$ cat src/rtl/tmds_decoder_rx_pkg.sv
// Shared constants and types for the TMDS receive decoder.
// Control symbols, lock FSM encoding, counter width.
package tmds_decoder_rx_pkg;

  localparam int CNT_W = 26;

  localparam logic [9:0] CTRL_00 = 10'b1101010100;
  localparam logic [9:0] CTRL_01 = 10'b0010101011;
  localparam logic [9:0] CTRL_10 = 10'b0101010100;
  localparam logic [9:0] CTRL_11 = 10'b1010101011;

  localparam logic [CNT_W-1:0] CNT_MAX = '1;

  typedef enum logic [1:0] {
    SEARCH = 2'd0,
    CHECK  = 2'd1,
    LOCKED = 2'd2
  } lock_state_t;

  // For control symbols d[1:0] carries {c1, c0}.
  typedef struct packed {
    logic       is_data;
    logic [7:0] d;
  } sym_t;

  function automatic logic [CNT_W-1:0] sat_inc(
    input logic [CNT_W-1:0] v
  );
    return (v == CNT_MAX) ? v : v + 1'b1;
  endfunction

endpackage

$ cat src/rtl/tmds_decoder_rx_if.sv
// TMDS symbol inputs and decoded video outputs.
// slave: decoder side, master: source/monitor side.
interface tmds_decoder_rx_if;
  import tmds_decoder_rx_pkg::*;

  logic [9:0]       tmds_b;
  logic [9:0]       tmds_g;
  logic [9:0]       tmds_r;
  logic [7:0]       red;
  logic [7:0]       green;
  logic [7:0]       blue;
  logic             de;
  logic             hsync;
  logic             vsync;
  logic [CNT_W-1:0] cntX;
  logic [CNT_W-1:0] cntY;
  logic             sym_err;
  logic             locked;

  modport slave (
    input  tmds_b, tmds_g, tmds_r,
    output red, green, blue, de,
    output hsync, vsync, cntX, cntY,
    output sym_err, locked
  );

  modport master (
    output tmds_b, tmds_g, tmds_r,
    input  red, green, blue, de,
    input  hsync, vsync, cntX, cntY,
    input  sym_err, locked
  );

endinterface

$ cat src/rtl/tmds_symbol_decoder.sv
// One TMDS channel: classify control/data and decode,
// registered once.
module tmds_symbol_decoder
  import tmds_decoder_rx_pkg::*;
(
  input  logic       clk,
  input  logic       rst,
  input  logic [9:0] q,
  output sym_t       sym
);

  sym_t       nxt;
  logic [7:0] qi;

  always_comb begin
    nxt = '0;
    qi  = q[9] ? ~q[7:0] : q[7:0];
    unique case (1'b1)
      (q == CTRL_00): nxt.d = 8'd0;
      (q == CTRL_01): nxt.d = 8'd1;
      (q == CTRL_10): nxt.d = 8'd2;
      (q == CTRL_11): nxt.d = 8'd3;
      default: begin
        nxt.is_data = 1'b1;
        nxt.d[0]    = qi[0];
        for (int i = 1; i < 8; i++)
          nxt.d[i] = q[8] ? (qi[i] ^ qi[i-1])
                          : ~(qi[i] ^ qi[i-1]);
      end
    endcase
  end

  // Reset value reads as a c=00 control symbol.
  always_ff @(posedge clk) begin
    if (rst) sym <= '0;
    else     sym <= nxt;
  end

endmodule

$ cat src/rtl/tmds_decoder_rx.sv
// TMDS/DVI receive decoder: 3 channel decode, sync
// extraction, pixel/line counters and timing lock.
module tmds_decoder_rx
  import tmds_decoder_rx_pkg::*;
#(
  parameter int h_pixel     = 800,
  parameter int v_pixel     = 600,
  parameter int lock_frames = 2
) (
  input logic              pixclk,
  input logic              rst,
  tmds_decoder_rx_if.slave bus
);

  localparam logic [CNT_W-1:0] H_LAST =
    CNT_W'(h_pixel - 1);
  localparam logic [CNT_W-1:0] V_LINES =
    CNT_W'(v_pixel);
  localparam logic [7:0] LOCK_N = 8'(lock_frames);

  sym_t sb, sg, sr;

  tmds_symbol_decoder u_b (
    .clk(pixclk), .rst(rst),
    .q(bus.tmds_b), .sym(sb)
  );
  tmds_symbol_decoder u_g (
    .clk(pixclk), .rst(rst),
    .q(bus.tmds_g), .sym(sg)
  );
  tmds_symbol_decoder u_r (
    .clk(pixclk), .rst(rst),
    .q(bus.tmds_r), .sym(sr)
  );

  lock_state_t      state;
  logic [7:0]       good_cnt;
  logic [CNT_W-1:0] line_cnt;
  logic             frame_bad;

  logic all_data, mix, hs_n, vs_n;
  logic rise_v, fall_de, bad_line;
  logic line_done, frame_fail;

  // Events are taken between current and next output.
  always_comb begin
    all_data = sb.is_data & sg.is_data & sr.is_data;
    mix      = ~all_data &
               (sb.is_data | sg.is_data | sr.is_data);
    hs_n     = bus.hsync;
    vs_n     = bus.vsync;
    if (!all_data && !sb.is_data) begin
      hs_n = sb.d[0];
      vs_n = sb.d[1];
    end
    rise_v     = vs_n & ~bus.vsync;
    fall_de    = bus.de & ~all_data;
    bad_line   = fall_de &
                 (rise_v | (bus.cntX != H_LAST));
    line_done  = fall_de & ~rise_v;
    frame_fail = frame_bad | bad_line | mix |
                 (line_cnt != V_LINES);
  end

  always_ff @(posedge pixclk) begin
    if (rst) begin
      bus.red     <= '0;
      bus.green   <= '0;
      bus.blue    <= '0;
      bus.de      <= 1'b0;
      bus.hsync   <= 1'b0;
      bus.vsync   <= 1'b0;
      bus.sym_err <= 1'b0;
      bus.cntX    <= '0;
      bus.cntY    <= '0;
    end else begin
      bus.red     <= all_data ? sr.d : '0;
      bus.green   <= all_data ? sg.d : '0;
      bus.blue    <= all_data ? sb.d : '0;
      bus.de      <= all_data;
      bus.hsync   <= hs_n;
      bus.vsync   <= vs_n;
      bus.sym_err <= mix;
      bus.cntX    <= (all_data && bus.de)
                     ? sat_inc(bus.cntX) : '0;
      if (rise_v)       bus.cntY <= '0;
      else if (fall_de) bus.cntY <= sat_inc(bus.cntY);
    end
  end

  // locked trails state by one cycle.
  always_ff @(posedge pixclk) begin
    if (rst) begin
      state      <= SEARCH;
      good_cnt   <= '0;
      line_cnt   <= '0;
      frame_bad  <= 1'b0;
      bus.locked <= 1'b0;
    end else begin
      bus.locked <= (state == LOCKED);
      if (line_done)      line_cnt  <= sat_inc(line_cnt);
      if (bad_line | mix) frame_bad <= 1'b1;
      unique case (state)
        SEARCH: if (rise_v) begin
          state     <= CHECK;
          good_cnt  <= '0;
          line_cnt  <= '0;
          frame_bad <= 1'b0;
        end
        CHECK: if (rise_v) begin
          line_cnt  <= '0;
          frame_bad <= 1'b0;
          if (frame_fail) begin
            state <= SEARCH;
          end else begin
            good_cnt <= good_cnt + 8'd1;
            if (good_cnt + 8'd1 >= LOCK_N)
              state <= LOCKED;
          end
        end
        LOCKED: begin
          if (bad_line || mix) begin
            state <= SEARCH;
          end else if (rise_v) begin
            line_cnt  <= '0;
            frame_bad <= 1'b0;
            if (line_cnt != V_LINES) state <= SEARCH;
          end
        end
        default: state <= SEARCH;
      endcase
    end
  end

endmodule

$ cat src/flat_wrapper.sv
// flat-port wrapper written by rule: the top's interface ports become plain ports
module tmds_decoder_rx_flat import tmds_decoder_rx_pkg::*;
#(
  parameter int h_pixel     = 800,
  parameter int v_pixel     = 600,
  parameter int lock_frames = 2
)
  (pixclk, rst, bus_tmds_b, bus_tmds_g, bus_tmds_r, bus_red, bus_green, bus_blue, bus_de, bus_hsync, bus_vsync, bus_cntX, bus_cntY, bus_sym_err, bus_locked);
  tmds_decoder_rx_if bus_i ();
  input logic pixclk;
  input logic rst;
  input wire logic [$bits(bus_i.tmds_b)-1:0] bus_tmds_b;
  input wire logic [$bits(bus_i.tmds_g)-1:0] bus_tmds_g;
  input wire logic [$bits(bus_i.tmds_r)-1:0] bus_tmds_r;
  output wire logic [$bits(bus_i.red)-1:0] bus_red;
  output wire logic [$bits(bus_i.green)-1:0] bus_green;
  output wire logic [$bits(bus_i.blue)-1:0] bus_blue;
  output wire logic [$bits(bus_i.de)-1:0] bus_de;
  output wire logic [$bits(bus_i.hsync)-1:0] bus_hsync;
  output wire logic [$bits(bus_i.vsync)-1:0] bus_vsync;
  output wire logic [$bits(bus_i.cntX)-1:0] bus_cntX;
  output wire logic [$bits(bus_i.cntY)-1:0] bus_cntY;
  output wire logic [$bits(bus_i.sym_err)-1:0] bus_sym_err;
  output wire logic [$bits(bus_i.locked)-1:0] bus_locked;
  assign bus_i.tmds_b = bus_tmds_b;
  assign bus_i.tmds_g = bus_tmds_g;
  assign bus_i.tmds_r = bus_tmds_r;
  assign bus_red = bus_i.red;
  assign bus_green = bus_i.green;
  assign bus_blue = bus_i.blue;
  assign bus_de = bus_i.de;
  assign bus_hsync = bus_i.hsync;
  assign bus_vsync = bus_i.vsync;
  assign bus_cntX = bus_i.cntX;
  assign bus_cntY = bus_i.cntY;
  assign bus_sym_err = bus_i.sym_err;
  assign bus_locked = bus_i.locked;
  tmds_decoder_rx #(.h_pixel(h_pixel), .v_pixel(v_pixel), .lock_frames(lock_frames)) u_core (.pixclk(pixclk), .rst(rst), .bus(bus_i));
endmodule
$ cat config.mk
export PLATFORM = sky130hd
export DESIGN_NAME = tmds_decoder_rx_flat
export DESIGN_NICKNAME = d
export VERILOG_FILES = /design/src/rtl/tmds_decoder_rx_pkg.sv /design/src/rtl/tmds_decoder_rx_if.sv /design/src/rtl/tmds_symbol_decoder.sv /design/src/rtl/tmds_decoder_rx.sv /design/src/flat_wrapper.sv
export SDC_FILE = /design/constraint.sdc
export NUM_CORES = 1
export LEC_CHECK = 0
export ABC_AREA = 1
export BUFFER_PORTS_ARGS = -buffer_cell sky130_fd_sc_hd__buf_2
export CORE_MARGIN = 2
export CORE_UTILIZATION = 60
export CTS_CLUSTER_DIAMETER = 120
export DETAILED_ROUTE_END_ITERATION = 10
export PLACE_DENSITY = 0.84
export SYNTH_ARGS = -nofsm -noshare
export SYNTH_HDL_FRONTEND = slang
export SYNTH_SLANG_ARGS = --single-unit
$ cat constraint.sdc
create_clock -name pixclk -period 2.57 [get_ports pixclk]
set_input_delay 0.1285 -clock pixclk [delete_from_list [all_inputs] [get_ports pixclk]]
set_output_delay 0.1285 -clock pixclk [all_outputs]
set_load 0.05 [all_outputs]
==> reports/metrics.yaml, run 1 <==
yosys-top-cells-count: "202 x nand2_1, 188 x nor2_1, 165 x inv_1, 145 x dfxtp_1, 61 x nand3_1"
max-vdd-ir-drop_uv: 564
synth_flop_cell: "dfxtp_1"
core_um2: 12700
worst-path-max-fanout: 11
grt_max_degree: 31
yosysMostFrequentCell: "nand2_1"
start_util_pct: 61.7
yosysTopAreaCell: "dfxtp_1"
pre_cts_ws_ns: 0.519
layout-drive-gt1-share_pct: 14.2
wl_um: 18800
leakagePower_nw: 4.04
drt_iter0_drc: 596
synth_nets: 1180
tns_ns: 0
worstPathRequired_ns: 2.87
viasPerCell: 5.25
grt_pass1_vias: 6970
area_growth_syn_to_layout_pct: 16.1
die_w_um: 118
synth-seq-area-share_pct: 37.1
cp_cell_sequence: "ha_1 -> nand2_1 -> nor3_1 -> nand2_1 -> nor3_2 -> nand3_1 -> nand2_1 -> nor2_1 -> xor2_1 -> nor2_1"
p_per_area_nw_per_um2: 579
cts_tree: "done"
synth_edf_count: 0
slew_violations: 0
ys_types: 35
cap_viol_max_count: 0
slowest_stage: "dfxtp_1"
synthCells: 1118
first_pass_iters: 5
hold_class: "in2reg"
p_clk_share_pct: 45.6
cp_common_cell: "nand2_1"
setup_viol: 0
p_switching_w: 0.00129
crit_family: "simple AND/OR/NAND/NOR gates"
grt_pass1_wl_um: 31900
clockRootBuffer: "clkbuf_16"
seqPwrFrac_pct: 45.2
start_kind: "flip-flop"
arrival_ns: 2.43
h-tree-depth: 4
crit_path_end_kind: "flip-flop"
grt_overflow: 0
wl_per_cell_um: 13.3
rows: 41
hpwl_um: 13500
finalNetCount: 1294
io_buffers: 112
grt_use_total_pct: 27.4
ant_nets: 0
finalPower_w: 0.00526
clockBufferDepth: 2
cts_buffers: 17
ff2ff_setup_slack_ns: 0.44
hold_viol_final: 0
postCtsResizedCells: 0
max_stage_delay_ns: 0.37
pin_count: 113
cts.sinks: 145
clock-skew-final_ns: 0.00934
rsz0062_at_grt: "false"
cts.clk_slew.worst_paths_ns: 0.06
place.gp.congestion: 0.965
slew-limit-headroom_pct: 46.0
switching_share_pct: 24.5
worst_pin_slew_ns: 0.810
diodes: 0
drcViolationCount: 0
crit_buf_inv: 0
status: "completed"
comb_power_share_pct: 9.2
intPower_w: 0.00397
vias: 7422
antenna_found_initial: 0
worstSetupPathType: "reg2reg"
ys_top_cells_by_area: "dfxtp_1 37%, nand2_1 9.7%, nor2_1 9.0%, inv_1 7.9%, xor2_1 5.8%"
syn_area_per_cell_um2: 6.99
finalWorstSetupSlack_ns: 0.437
period_share_pct: 83.0
yosys_register_bits: 145
synth_area_um2: 7820
yosysWarnings: 0
post-route-min-period_ns: 2.13
clk_latency_ns: 0.42
timing.fmax_mhz: 469
fp.dieH_um: 118
synthArstFlopShare_pct: 0
dieArea_um2: 14000
yosys.area.top_type_share_pct: 37.1
## power groups by stage
| stage | Clock [W] | Sequential [W] | Combinational, W |
|---|---|---|---|
| 2_1_floorplan | 0 | 0.00246 | 0.000328 |
| 3_3_place_gp | 0 | 0.00242 | 0.000457 |
| 3_5_place_dp | 0 | 0.00243 | 0.000472 |
| 4_1_cts | 0.00242 | 0.00238 | 0.000481 |
| 5_1_grt | 0.00251 | 0.00239 | 0.000547 |
| 6_report | 0.00240 | 0.00238 | 0.000481 |
## path summary, 6_finish.rpt
check / from / endpoint / depth (start not counted)
max: u_core.line_cnt[0]$_SDFF_PP0_ / u_core.line_cnt[9]$_SDFF_PP0_ / 10
min: rst / u_core.u_g.sym[0]$_SDFF_PP0_ / 2
max reg2reg: u_core.line_cnt[0]$_SDFF_PP0_ / u_core.line_cnt[9]$_SDFF_PP0_ / 10
min reg2reg: u_core.u_b.sym[3]$_SDFF_PP0_ / u_core.bus.blue[3]$_SDFF_PP0_ / 2
## per-layer routing
metal | vias to the layer above | track usage [%] | wire (um)
li1 | 3751 | - | -
met1 | 3385 | 34.5 | 8230
met2 | 244 | 46.2 | 8950
met3 | 42 | 5.45 | 1130
met4 | 0 | 10.8 | 481
met5 | - | 0 | 0
## area by class of cell
| class | count | area [um^2] |
|---|---|---|
| repair buffers | 120 | 623 |
| clock buffers | 21 | 460 |
| fillers | 1053 | 3590 |
| clock inverters | 9 | 110 |
| inverters | 170 | 638 |
| flip-flops and latches | 145 | 2900 |
| multi-input cells | 778 | 4130 |
| well taps | 172 | 215 |
## layout by cell type, fill, tap and decap left out, types with 2 or more instances in the layout
cell type / n
xnor2_1: 36
buf_2: 112
o21ai_0: 35
nand2_2: 6
nand4_1: 32
nor4_1: 6
clkinvlp_4: 3
a21oi_1: 46
ha_1: 30
nand2_1: 202
nor3_1: 42
or2_2: 7
nor3_4: 2
clkbuf_8: 2
clkinv_2: 2
and3_1: 6
nor3_2: 2
nand3_1: 61
inv_2: 5
nand3b_1: 2
clkinv_4: 2
bufinv_16: 2
dfxtp_1: 145
o21ai_1: 3
xor2_1: 52
nor2_1: 188
buf_4: 7
o21bai_1: 2
inv_1: 165
a31oi_1: 7
clkbuf_1: 2
clkbuf_16: 17
nor2_2: 4
## cells by family after synthesis
kind of cell	Yosys count	share of synthesized area, %
DFF	145	37.1
xor gates and xnor gates	88	9.86
AOI/OAI and AO/OA	98	6.79
and+or+nand+nor	562	31.3
adders and majority gates	30	4.80
buffers and inverters	195	10.1
## state kept, by name, summed over array words and instances, names as in the netlist
name                count
u_core.bus.cntX        26
u_core.bus.cntY        26
u_core.line_cnt        26
u_core.u_b.sym          9
u_core.u_g.sym          9
u_core.u_r.sym          9
u_core.bus.blue         8
u_core.bus.green        8
u_core.bus.red          8
u_core.good_cnt         8
u_core.state            2
u_core.bus.de           1
u_core.bus.hsync        1
u_core.bus.locked       1
u_core.bus.sym_err      1
u_core.bus.vsync        1
u_core.frame_bad        1
## what timing repair did
item                      4_1_cts  5_1_grt
hold buffers                    1        0
hold endpoints to repair        1        0
buffers inserted                0        0
## per-stage QoR
| stage | utilization (%) | area, um^2 | hold WS [ns] | std cells |
|---|---|---|---|---|
| after floorplan | - | 7820 | 0.224 | 1118 |
| after global placement | 67.0 | 8500 | 0.395 | 1384 |
| after detailed placement | 67.0 | 8500 | 0.399 | 1384 |
| after CTS | 71.6 | 9080 | 0.0273 | 1415 |
| after global routing | 71.6 | 9080 | 0.0469 | 1415 |
| final | 71.6 | 9080 | 0.0417 | 1415 |
No activity file was read; power rests on OpenSTA's default activity.
==> inputs of run 2 (changes only) <==
ABC_AREA = 0   (was 1)
CORE_UTILIZATION = 57   (was 60)
PLACE_DENSITY = 0.81   (was 0.84)
clock period = 2.15 ns   (was 2.57 ns; I/O delays follow)
==> run 2 against run 1 <==
Effect of this change: design area decreased by 2.5%; sequential cell count unchanged; critical path depth decreased by 3; sequential power increased by 16%; die area decreased by 4.1%; synthesized cell count decreased by 27%; clock-buffer cell count decreased by 1; non-clock buffer count increased by 46; largest power group is now registers; clock power increased by 15%.
==> reports/metrics.yaml, run 2 <==
status: "completed"
worst-path-max-fanout: 16  # +5
yosys_register_bits: 145  # unchanged
cts_tree: "done"
worstSetupPathType: "reg2reg"
yosys-top-cells-count: "145 x dfxtp_1, 82 x nor2_1, 60 x xnor2_1, 49 x a21oi_1, 49 x nand2_1"
syn_area_per_cell_um2: 8.72  # +25%
slew-limit-headroom_pct: 62.4  # +16 points
worst_hold_slack_ns: 0.0286  # -0.0131 ns
finalWorstSetupSlack_ns: 0.101  # -0.336 ns
yosysWarnings: 0  # unchanged
leakagePower_nw: 3.55  # -12%
synthCells: 816  # -27%
cts.clk_slew.worst_paths_ns: 0.06  # about the same
reg_top3: "u_core.bus.cntX: 26 flops, u_core.bus.cntY: 26 flops, u_core.line_cnt: 26 flops"
place.gp.congestion: 0.903  # -6.5%
arrival_ns: 2.38  # -0.05 ns
timing.fmax_mhz: 488  # +4.1%
core_um2: 12100  # -4.4%
synthArstFlopShare_pct: 0  # unchanged
hp-start: "bus_tmds_r[9]"
wl_per_cell_um: 14.8  # +11%
cts_buffers: 17  # unchanged
dieArea_um2: 13400  # -4.1%
grt_overflow: 0  # unchanged
vias: 6483  # -13%
grt_max_degree: 28  # -9.7%
grt_pass1_wl_um: 27600  # -13%
finalNetCount: 1030  # -20%
rows: 40  # -2.4%
viasPerCell: 5.64  # +7.6%
worst_pin_slew_ns: 0.549  # -0.260 ns
tns_ns: 0  # unchanged
timing.rr.start: "u_core.bus.cntX[0]$_SDFFE_PP0P_"
grt_use_total_pct: 25.7  # -1.7 points
synth_nets: 878  # -26%
setup_viol: 0  # unchanged
post-route-min-period_ns: 2.05  # -0.0835 ns
clock-skew-final_ns: 0.00752  # -0.00183 ns
clockRootBuffer: "clkbuf_16"
start_util_pct: 58.7  # -3.0 points
synth_area_um2: 7110  # -9.0%
hold_viol_final: 0  # unchanged
fp.dieH_um: 116  # -2.1%
grt_pass1_vias: 5936  # -15%
layout-drive-gt1-share_pct: 25.6  # +11 points
die_w_um: 116  # -2.1%
clk_latency_ns: 0.41  # about the same
synth_flop_cell: "dfxtp_1"
hpwl_um: 11900  # -12%
worstPathRequired_ns: 2.48  # -0.39 ns
wl_um: 17000  # -9.5%
synth_edf_count: 0  # unchanged
critPathLaunch: "u_core.bus.cntX[0]$_SDFFE_PP0P_"
yosysMostFrequentCell: "dfxtp_1"
pin_count: 113  # unchanged
ys_top_cells_by_area: "dfxtp_1 41%, xnor2_1 7.4%, ha_1 5.3%, nor2_1 4.3%, a21oi_1 3.4%"
cts.sinks: 145  # unchanged
io_buffers: 112  # unchanged
slew_violations: 0  # unchanged
first_pass_iters: 7  # +2
ys_types: 64  # +83%
diodes: 0  # unchanged
ant_nets: 0  # unchanged
finalPower_w: 0.00595  # +13%
crit_path_end_kind: "flip-flop"
period_share_pct: 95.3  # +12 points
final_common_cell: "buf_2"
cap_viol_max_count: 0  # unchanged
drt_iter0_drc: 410  # -31%
p_per_area_nw_per_um2: 673  # +16%
pre_cts_ws_ns: 0.0750  # -0.444 ns
antenna_found_initial: 0  # unchanged
yosys.area.top_type_share_pct: 40.8  # +3.7 points
clockBufferDepth: 2  # unchanged
area_growth_syn_to_layout_pct: 24.4
max-vdd-ir-drop_uv: 513  # -9.1%
h-tree-depth: 4  # unchanged
yosysTopAreaCell: "dfxtp_1"
drcViolationCount: 0  # unchanged
final_cell_mix: "112 x buf_2, 106 x dfxtp_1, 82 x nor2_1, 60 x xnor2_1"
hold_class: "in2reg"
synth-seq-area-share_pct: 40.8  # +3.7 points
start_kind: "flip-flop"
-- run 2: cells by family after synthesis --
group / Yosys count / synth area share (%)
and+or+nand+nor: 342 / 25.8
DFF: 145 / 40.8
AOI/OAI and AO/OA: 143 / 13.7
buffers and inverters: 80 / 4.94
xor gates and xnor gates: 67 / 8.25
adders and majority gates: 30 / 5.28
muxes: 9 / 1.30
-- run 2: worst paths after layout --
| kind | end | slack [ns] | depth (start not counted) |
|---|---|---|---|
| worst max-delay path | u_core.bus.cntX[17]$_SDFFE_PP0P_ | 0.10 | 7 |
| worst min-delay path | u_core.u_r.sym[0]$_SDFF_PP0_ | 0.03 | 4 |
| worst max register to register | u_core.bus.cntX[17]$_SDFFE_PP0P_ | 0.10 | 7 |
| worst min register to register | u_core.bus.red[4]$_SDFF_PP0_ | 0.42 | 1 |
-- run 2: per-layer routing --
metal  part of all wire [%]  global-route usage [%]  up-vias
met4                    1.3                    7.86        0
met1                     43                    31.3     3031
met5                      0                       0        -
met2                     49                    43.9      198
met3                    7.1                    7.85       23
li1                       -                       -     3231
-- run 2: what timing repair did --
item,in CTS,in global routing
setup endpoints to repair,22,35
hold buffers,10,0
buffers inserted,0,2
resized for setup,1,6
cloned,0,1
hold endpoints to repair,10,0
pin swaps,0,2
-- run 2: layout make-up --
class	instances	area, um^2
clock buffers	20	457
fillers	914	3260
inverters	47	176
multi-input cells	591	3910
flip-flops and latches	145	2970
clock inverters	12	108
repair buffers	166	1020
well taps	168	210
-- run 2: power breakdown --
group	leakage (nW)	internal, W	total [W]	switching (W)
registers	1.20	0.00274	0.00277	0.0000242
clock network	0.269	0.00165	0.00276	0.00111
logic	2.08	0.000181	0.000421	0.000241
total	3.55	0.00458	0.00595	0.00138
-- run 2: through the flow --
step,utilization (%),cells,cell area (um^2)
after floorplan,-,816,7200
after detailed placement,67.0,1104,8120
after global placement,67.0,1104,8120
final,73.1,1149,8850
after global routing,73.1,1149,8850
after CTS,72.5,1146,8790
-- run 2: worst max-delay path, cell delays in order (launching register included) --
cell and delay, ns:
dfxtp_4 0.36, ha_1 0.21, and3_4 0.19, and4_1 0.21
and2_0 0.15, buf_4 0.19, or4_1 0.49, a21oi_1 0.16
